## config.mk

```make
export PLATFORM = sky130hd
export DESIGN_NAME = bitonic_serializer
export DESIGN_NICKNAME = d
export VERILOG_FILES = /design/src/rtl/bitonic_serializer.sv
export SDC_FILE = /design/constraint.sdc
export NUM_CORES = 2
export LEC_CHECK = 0
export CAP_MARGIN = 10
export CORE_MARGIN = 5
export CORE_UTILIZATION = 45
export DETAILED_ROUTE_END_ITERATION = 8
export GPL_TIMING_DRIVEN = 0
export PLACE_DENSITY_LB_ADDON = 0.05
export REMOVE_ABC_BUFFERS = 1
export SLEW_MARGIN = 5
export SYNTH_ARGS = -nofsm -noshare
export SYNTH_HDL_FRONTEND = slang
export SYNTH_SLANG_ARGS = --single-unit
```

## constraint.sdc

```tcl
create_clock -name CLK -period 47 [get_ports CLK]
set_clock_uncertainty 0.05 [all_clocks]
set_input_delay 9.4 -clock CLK [delete_from_list [all_inputs] [get_ports CLK]]
set_output_delay 9.4 -clock CLK [all_outputs]
set_load 0.05 [all_outputs]
```

## src/rtl/bitonic_serializer.sv

```systemverilog
// bitonic_serializer: buffers sorted blocks of 2^P_LOG records coming off the
// bitonic network's wide bus and streams them out one record per cycle on a
// valid/ready interface with an end-of-block marker.
// Optional build macro: BITONIC_SER_DESCEND_EN -- when defined, lanes are
// emitted highest-first (descending keys) instead of lane 0 first.
module bitonic_serializer #(
    parameter int P_LOG    = 4,
    parameter int DATW     = 64,
    parameter int FIFO_LOG = 2,
    parameter int HEADROOM = 1
) (
    input  logic                     CLK,
    input  logic                     RST,
    input  logic [(DATW<<P_LOG)-1:0] DIN,
    input  logic                     DINEN,
    output logic                     FULL,
    output logic                     OVF,
    output logic [DATW-1:0]          DOT,
    output logic                     DOTEN,
    output logic                     DOTLAST,
    input  logic                     DOTRDY
);

    localparam int DEPTH = 1 << FIFO_LOG;
    localparam int OCCW  = FIFO_LOG + 1;

    typedef logic [OCCW-1:0]          occ_t;
    typedef logic [(DATW<<P_LOG)-1:0] blk_t;
    typedef enum logic {IDLE, EMIT}   state_t;

    localparam occ_t DEPTH_O = occ_t'(DEPTH);
    localparam occ_t FULL_AT = occ_t'(DEPTH - HEADROOM);

    blk_t                mem [DEPTH];
    logic [FIFO_LOG-1:0] wr_ptr, rd_ptr;
    occ_t                occ, occ_next;
    logic [P_LOG-1:0]    lane, sel;
    state_t              state, state_next;

    logic                wr_en, drop, load, lane_last, pop;
    blk_t                head_blk;
    logic [DATW-1:0]     head_rec;

`ifdef BITONIC_SER_DESCEND_EN
    assign sel = ~lane;
`else
    assign sel = lane;
`endif

    assign head_blk = mem[rd_ptr];
    assign head_rec = head_blk[DATW*int'(sel) +: DATW];

    // Handshake decode: occupancy is judged before the same-cycle pop, so a
    // write into a full FIFO is dropped even when the head is leaving.
    always_comb begin
        wr_en     = DINEN && (occ != DEPTH_O);
        drop      = DINEN && (occ == DEPTH_O);
        load      = (!DOTEN || DOTRDY) && (occ != '0);
        lane_last = (lane == {P_LOG{1'b1}});
        pop       = load && lane_last;
        occ_next  = occ + occ_t'(wr_en) - occ_t'(pop);
    end

    // Read-side FSM next state: EMIT while records flow, back to IDLE once the
    // final record is taken and nothing else is buffered.
    always_comb begin
        // NOTE: every always_comb output gets a default first so no path leaves it unassigned and no latch is inferred.
        state_next = state;
        case (state)
            IDLE: if (load) state_next = EMIT;
            EMIT: if (DOTEN && DOTRDY && DOTLAST && (occ_next == '0)) state_next = IDLE;
            default: state_next = IDLE;
        endcase
    end

    // Block storage write port.
    always_ff @(posedge CLK) begin
        // NOTE: the block memory is deliberately not reset; pointers and occupancy define which entries are valid.
        if (wr_en) mem[wr_ptr] <= DIN;
    end

    // Pointers, occupancy, flags, lane counter and the registered output stage.
    always_ff @(posedge CLK or posedge RST) begin
        if (RST) begin
            wr_ptr  <= '0;
            rd_ptr  <= '0;
            occ     <= '0;
            lane    <= '0;
            state   <= IDLE;
            FULL    <= 1'b0;
            OVF     <= 1'b0;
            DOT     <= '0;
            DOTEN   <= 1'b0;
            DOTLAST <= 1'b0;
        end else begin
            // NOTE: sequential state uses non-blocking assignments so every register samples pre-edge values.
            state <= state_next;
            occ   <= occ_next;
            FULL  <= (occ_next >= FULL_AT);
            if (drop)  OVF    <= 1'b1;
            if (wr_en) wr_ptr <= wr_ptr + 1'b1;
            if (pop)   rd_ptr <= rd_ptr + 1'b1;
            if (load) begin
                DOT     <= head_rec;
                DOTEN   <= 1'b1;
                DOTLAST <= lane_last;
                lane    <= lane + 1'b1;
            end else if (DOTEN && DOTRDY) begin
                DOTEN   <= 1'b0;
                DOTLAST <= 1'b0;
            end
        end
    end

endmodule
```

Yosys cells after proc, flatten, opt, wreduce, memory -nomap -nowiden
Memory sizes are Yosys's and may differ from the RTL's.
Cells that the tools add are included.
{ "totals": {"reg_bits": 79, "latch_bits": 0, "ramBits": 4096, "romBits": 0, "inputBits": 1028, "out_inout_bits": 68, "memories": 1} }
{ "memory_table": {"columns": ["name", "words", "word_bits", "read_ports", "rd_clocked_by_memory_dff", "write_ports", "line_no", "rtl"], "rows": [
  ["mem", 4, 1024, 1, 0, 1, "34", "blk_t mem [DEPTH];"]
]} }
{ "op_classes": {"add_sub_neg": 5, "n_mul": 0, "n_div": 0, "n_lt_le_gt_ge": 1, "eq_ne": 3, "shifts": 1, "mux": 5, "bitwise": 0, "reduce_logical": 9} }
{ "op_table": {"columns": ["op", "n"], "rows": [
  ["$shiftx 1024x11->64", 1],
  ["$logic_and 1x1->1", 5],
  ["$mux 1", 5],
  ["$add 2x1->2 const B", 2],
  ["$add 4x1->4 const B", 1],
  ["$eq 4x4->1 const B", 1],
  ["$add 3x1->3", 1],
  ["$eq 3x3->1 const B", 1],
  ["$ge 3x2->1 const B", 1],
  ["$ne 3x3->1 const B", 1],
  ["$reduce_bool 3->1", 1],
  ["$sub 3x1->3", 1],
  ["$reduce_bool 2->1", 1],
  ["$logic_not 1->1", 1],
  ["$logic_or 1x1->1", 1]
]} }

Logic depth before layout (Yosys ltp)
{ "depth": {"ltp_word": 6, "ltp_mapped": 13, "mapped_depth_nobuf": 12} }

Worst setup path before layout
Ideal clock, no wire load.
{ "synth_timing": {"path_kind": "input-to-reg", "from": "in DINEN", "to": "mem mem[0][0] (netlist name) (enable)", "setup_time_ns": 1.532, "t_arrival_ns": 32.805, "required_ns": 45.418, "path_slack_ns": 12.614, "cell_stages": 2, "cell_sequence": "a21boi_1 -> and2_1"} }
{ "synth_via": {"elab_chain_len": 3} }
{ "synth_lines": {"columns": ["item", "line_no", "rtl"], "rows": [
  ["from (decl)", "15", "input logic DINEN,"],
  ["$logic_and 1x1->1", "56", "wr_en = DINEN && (occ != DEPTH_O);"],
  ["$mux 1", "79", "if (wr_en) mem[wr_ptr] <= DIN;"],
  ["$mux 1 (not written as such)", "79", null],
  ["to (decl)", "34", null]
]} }
No other way between the ends.

Worst setup path after layout
{ "layout_timing": {"from": "in DINEN", "to": "mem mem[0][987] (netlist name) (enable)"} }
Same word-level chain as after synthesis.

==> impl_metrics.yaml <==
status:
  outcome: "completed"
floorplan:
  die_x_microns: 603
  rows: 217
  initial_core_util: 0.452
  top_level_ports: 1096
  fp.dieArea_sq_um: 364000
  core_region_area_sq_um: 350000
  chipHeight_microns: 603
synth:
  synthesis.yosys.warnings: 0
  synth_mux_area_frac: 0.151
  ys_seq_elements: 4175
  synth.cell_area_sq_um: 158000
  postSynthAreaPerCell_sq_um: 22.5
  post_synth_num_cell_types: 50
  syn_inst_count: 7032
  post-synth-top-area-fraction: 0.777
  synthArstFlopShare: 0.0189
  synth_top_cells_by_area: "edfxtp_1 78%, mux4_2 11%, mux2i_1 3.7%, dfrtp_1 1.2%, a22oi_1 0.82%"
  synth_fa_ha_area_frac: 0.000680
  yosysTopAreaCell: "edfxtp_1"
  synth_compound_gate_area_share: 0.0373
  synth_enable_flop_cells: 4096
  main_combinational_cell_family_by_area_after_synthesis: "multiplexers"
  yosysSeqAreaShare: 0.790
  synth_area_in_simple_gates: 0.00690
  ys.flop_type: "edfxtp_1"
  synth-xor-area-share: 0.000443
pwr:
  internal_power_contribution_mw: 8.43
  vdd_drop_max_v: 0.0000443
  power_switching_mw: 3.69
  power_switching_share: 0.304
  pwr-share-clk: 0.276
  combPwrFrac: 0.304
  seq_power_share: 0.420
  p_leak_nw: 61.8
  pwr_density_nw_per_um2: 62.8
cts:
  clkSlewWorstSetupHoldPaths_ns: 0.06
  postCtsSetupBuffers: 0
  numCtsBuffers: 434
  htree_num_levels: 5
  ctsLongestPathBuffers: 4
  cts_tree: "done"
  clock_sinks: 4175
  clockRootBuffer: "clkbuf_16"
  cts_hold_repair.buffers: 0
  cts.repair.resized: 0
  clk_latency_ns: 0.95
timing:
  transition_time_at_the_pin_with_the_least_slew_margin_ns: 1.17
  finalHoldViolCount: 0
  slew_violations: 0
  final-setup-viol-count: 0
  finalWorstSetupSlack_ns: 34.09
  worst_slew_margin_rel: 0.201
  clock.fmax_mhz: 77.4
  grt_setup_unrepaired: "no"
  post-route-period-util: 0.275
  setup-tns-final_ns: 0
  final.min_clock_period_ns: 12.91
setup_path:
  critical_path_class: "in -> reg"
  worstPathRequired_ns: 47.56
  end_kind: "flop"
  critical_path_peak_fanout: 46
  worst_r2r_startpoint: "occ[1]"
  reg2reg_to: "mem[0][987]"
  worst_reg_to_reg_cells: 10
  startpoint_type: "input port"
  rrSetupSlack_ns: 42.51
  critPathArrivalTime_ns: 13.48
hold_path:
  holdCritStartpoint: "OVF"
  worstHoldPathType: "reg -> reg"
  worst_hold_path.num_cells: 1
  hold-path-endpoint: "OVF"
layout:
  design.final.nets: 9421
  storage_element_area_sq_um: 125000
  multiInputGateArea_sq_um: 31200
  fillerInstances: 26439
  postLayoutCoreUtil: 0.552
  area_growth_syn_to_layout_pct: 22.1
  share_of_final_layout_standard_cells_stronger_than_drive_strength_1: 0.193
place:
  weighted_congestion_reported_at_the_end_of_routability_driven_placement: 0.729
  place_hpwl_microns: 290000
  dpl_worst_slack_ns: 32.93
  portBuffers: 1095
route:
  vias: 77531
  number_of_drc_markers_after_the_initial_detailed_route_iteration: 6335
  detail_route.wirelength_microns: 438000
  ant_nets: 0
  drc: 0
  dr_wl_cell_microns: 32.5
  vias_per_cell: 5.75
  drt_first_pass_iters: 5
run:
  cap_violations: 0
global_route:
  grt_overflow: 0
  gr-usage-met1: 0.297
  use_met3: 0.0656
  pin_count_of_the_biggest_net_entering_global_routing: 53
  grt_antenna_before_repair: 397
  groute.usage.overall: 0.237
  grt-busiest-layer: "met2"
  global_route.usage.met2: 0.396
  number_of_global_route_vias_before_repair: 80092
  grt_pass1_wl_microns: 612000
-- cells by family (layout without fill, tap and decap cells) --
logic type,Yosys count,after routing
compound gates,806,806
xor+xnor,8,8
fa+ha+maj,8,8
buf+inv,418,2134
flops,4175,4175
mux,1390,1390
other cells,0,126
simple gates,227,227
-- worst max-delay path: stages --
cell             delay [ns]
clkdlybuf4s50_1        0.47
a21boi_1               0.71
and2_4                 0.76
buf_16                 0.33
buf_16                 0.28
buf_16                 0.27
buf_16                 0.28
buf_16                 0.29
buf_12                 0.26
buf_16                 0.26
-- state kept, by name, indices dropped and copies added (netlist names) --
| name | flops |
|---|---|
| DOT | 64 |
| DOTEN | 1 |
| DOTLAST | 1 |
| FULL | 1 |
| OVF | 1 |
| lane | 4 |
| mem | 4096 |
| occ | 3 |
| rd_ptr | 2 |
| wr_ptr | 2 |
-- final cells by class --
cell class | instances | share of cell area
multi-input cells | 2439 | 0.162
repair buffers | 1328 | 0.0873
inverters | 7 | 0.000175
clock inverters | 206 | 0.0102
flip-flops and latches | 4175 | 0.647
clock buffers | 593 | 0.0619
diodes | 126 | 0.00163
well taps | 4599 | 0.0298
-- cell usage in the layout, fill, tap and decap left out, types with 50 or more instances in the layout --
cell / n
a22oi_1: 173
o22ai_1: 100
a21oi_1: 86
buf_16: 174
edfxtp_1: 4096
nand2_1: 73
clkbuf_1: 123
diode_2: 126
dfrtp_1: 73
o21ai_0: 73
o32a_1: 61
clkinv_1: 78
nand3_1: 50
o221ai_1: 52
a211oi_1: 97
a221oi_1: 75
clkdlybuf4s50_1: 1095
clkinv_2: 72
clkbuf_16: 446
mux2i_1: 580
mux4_2: 797
-- power by group through the flow --
stage                     registers (mW)  logic [mW]  clock network [mW]
after global placement              7.53        7.36                   0
after floorplan                     6.44        4.60                   0
final                               5.09        3.69                3.34
after detailed placement            5.17        3.78                   0
after CTS                           5.10        3.79                3.43
after global routing                5.14        3.93                3.59
-- metrics by stage --
step / cell area [sq um] / cells / hold WS, ns / power (mW)
2_1_floorplan: 156000 / 6621 / 0.441 / 11.0
3_3_place_gp: 173000 / 12315 / 0.414 / 14.9
3_5_place_dp: 179000 / 12546 / 0.419 / 8.95
4_1_cts: 193000 / 13345 / 0.437 / 12.3
5_1_grt: 193000 / 13415 / 0.450 / 12.7
6_report: 193000 / 13473 / 0.428 / 12.1
-- worst max path at each step --
stage	start	to	slack (ns)	depth (start not counted)
2_1_floorplan	rd_ptr[0]	DOT[50]	0.35	5
3_3_place_gp	rd_ptr[1]	DOT[42]	-100.11	5
3_5_place_dp	DINEN	mem[0][515]	32.93	10
4_1_cts	DINEN	mem[0][110]	33.99	10
5_1_grt	DINEN	mem[0][987]	33.86	10
6_report	DINEN	mem[0][987]	34.09	10
-- cell usage after synthesis, drive strengths merged, types with 26 or more instances --
| library cell | instances |
|---|---|
| nor2 | 29 |
| clkbuf | 169 |
| a221oi | 75 |
| mux2i | 580 |
| o32a | 61 |
| edfxtp | 4096 |
| a211oi | 97 |
| a21oi | 86 |
| o221ai | 52 |
| dfrtp | 79 |
| buf | 242 |
| nand2b | 26 |
| o21ai | 73 |
| nand2 | 76 |
| a22oi | 173 |
| mux4 | 797 |
| nand3 | 51 |
| o22ai | 100 |
-- routing by layer --
layer	vias up	routed length, microns
li1	33097	-
met1	40884	170000
met2	2423	222000
met3	969	31300
met4	158	14900
met5	-	968
Power figures use the tool's default switching activity.
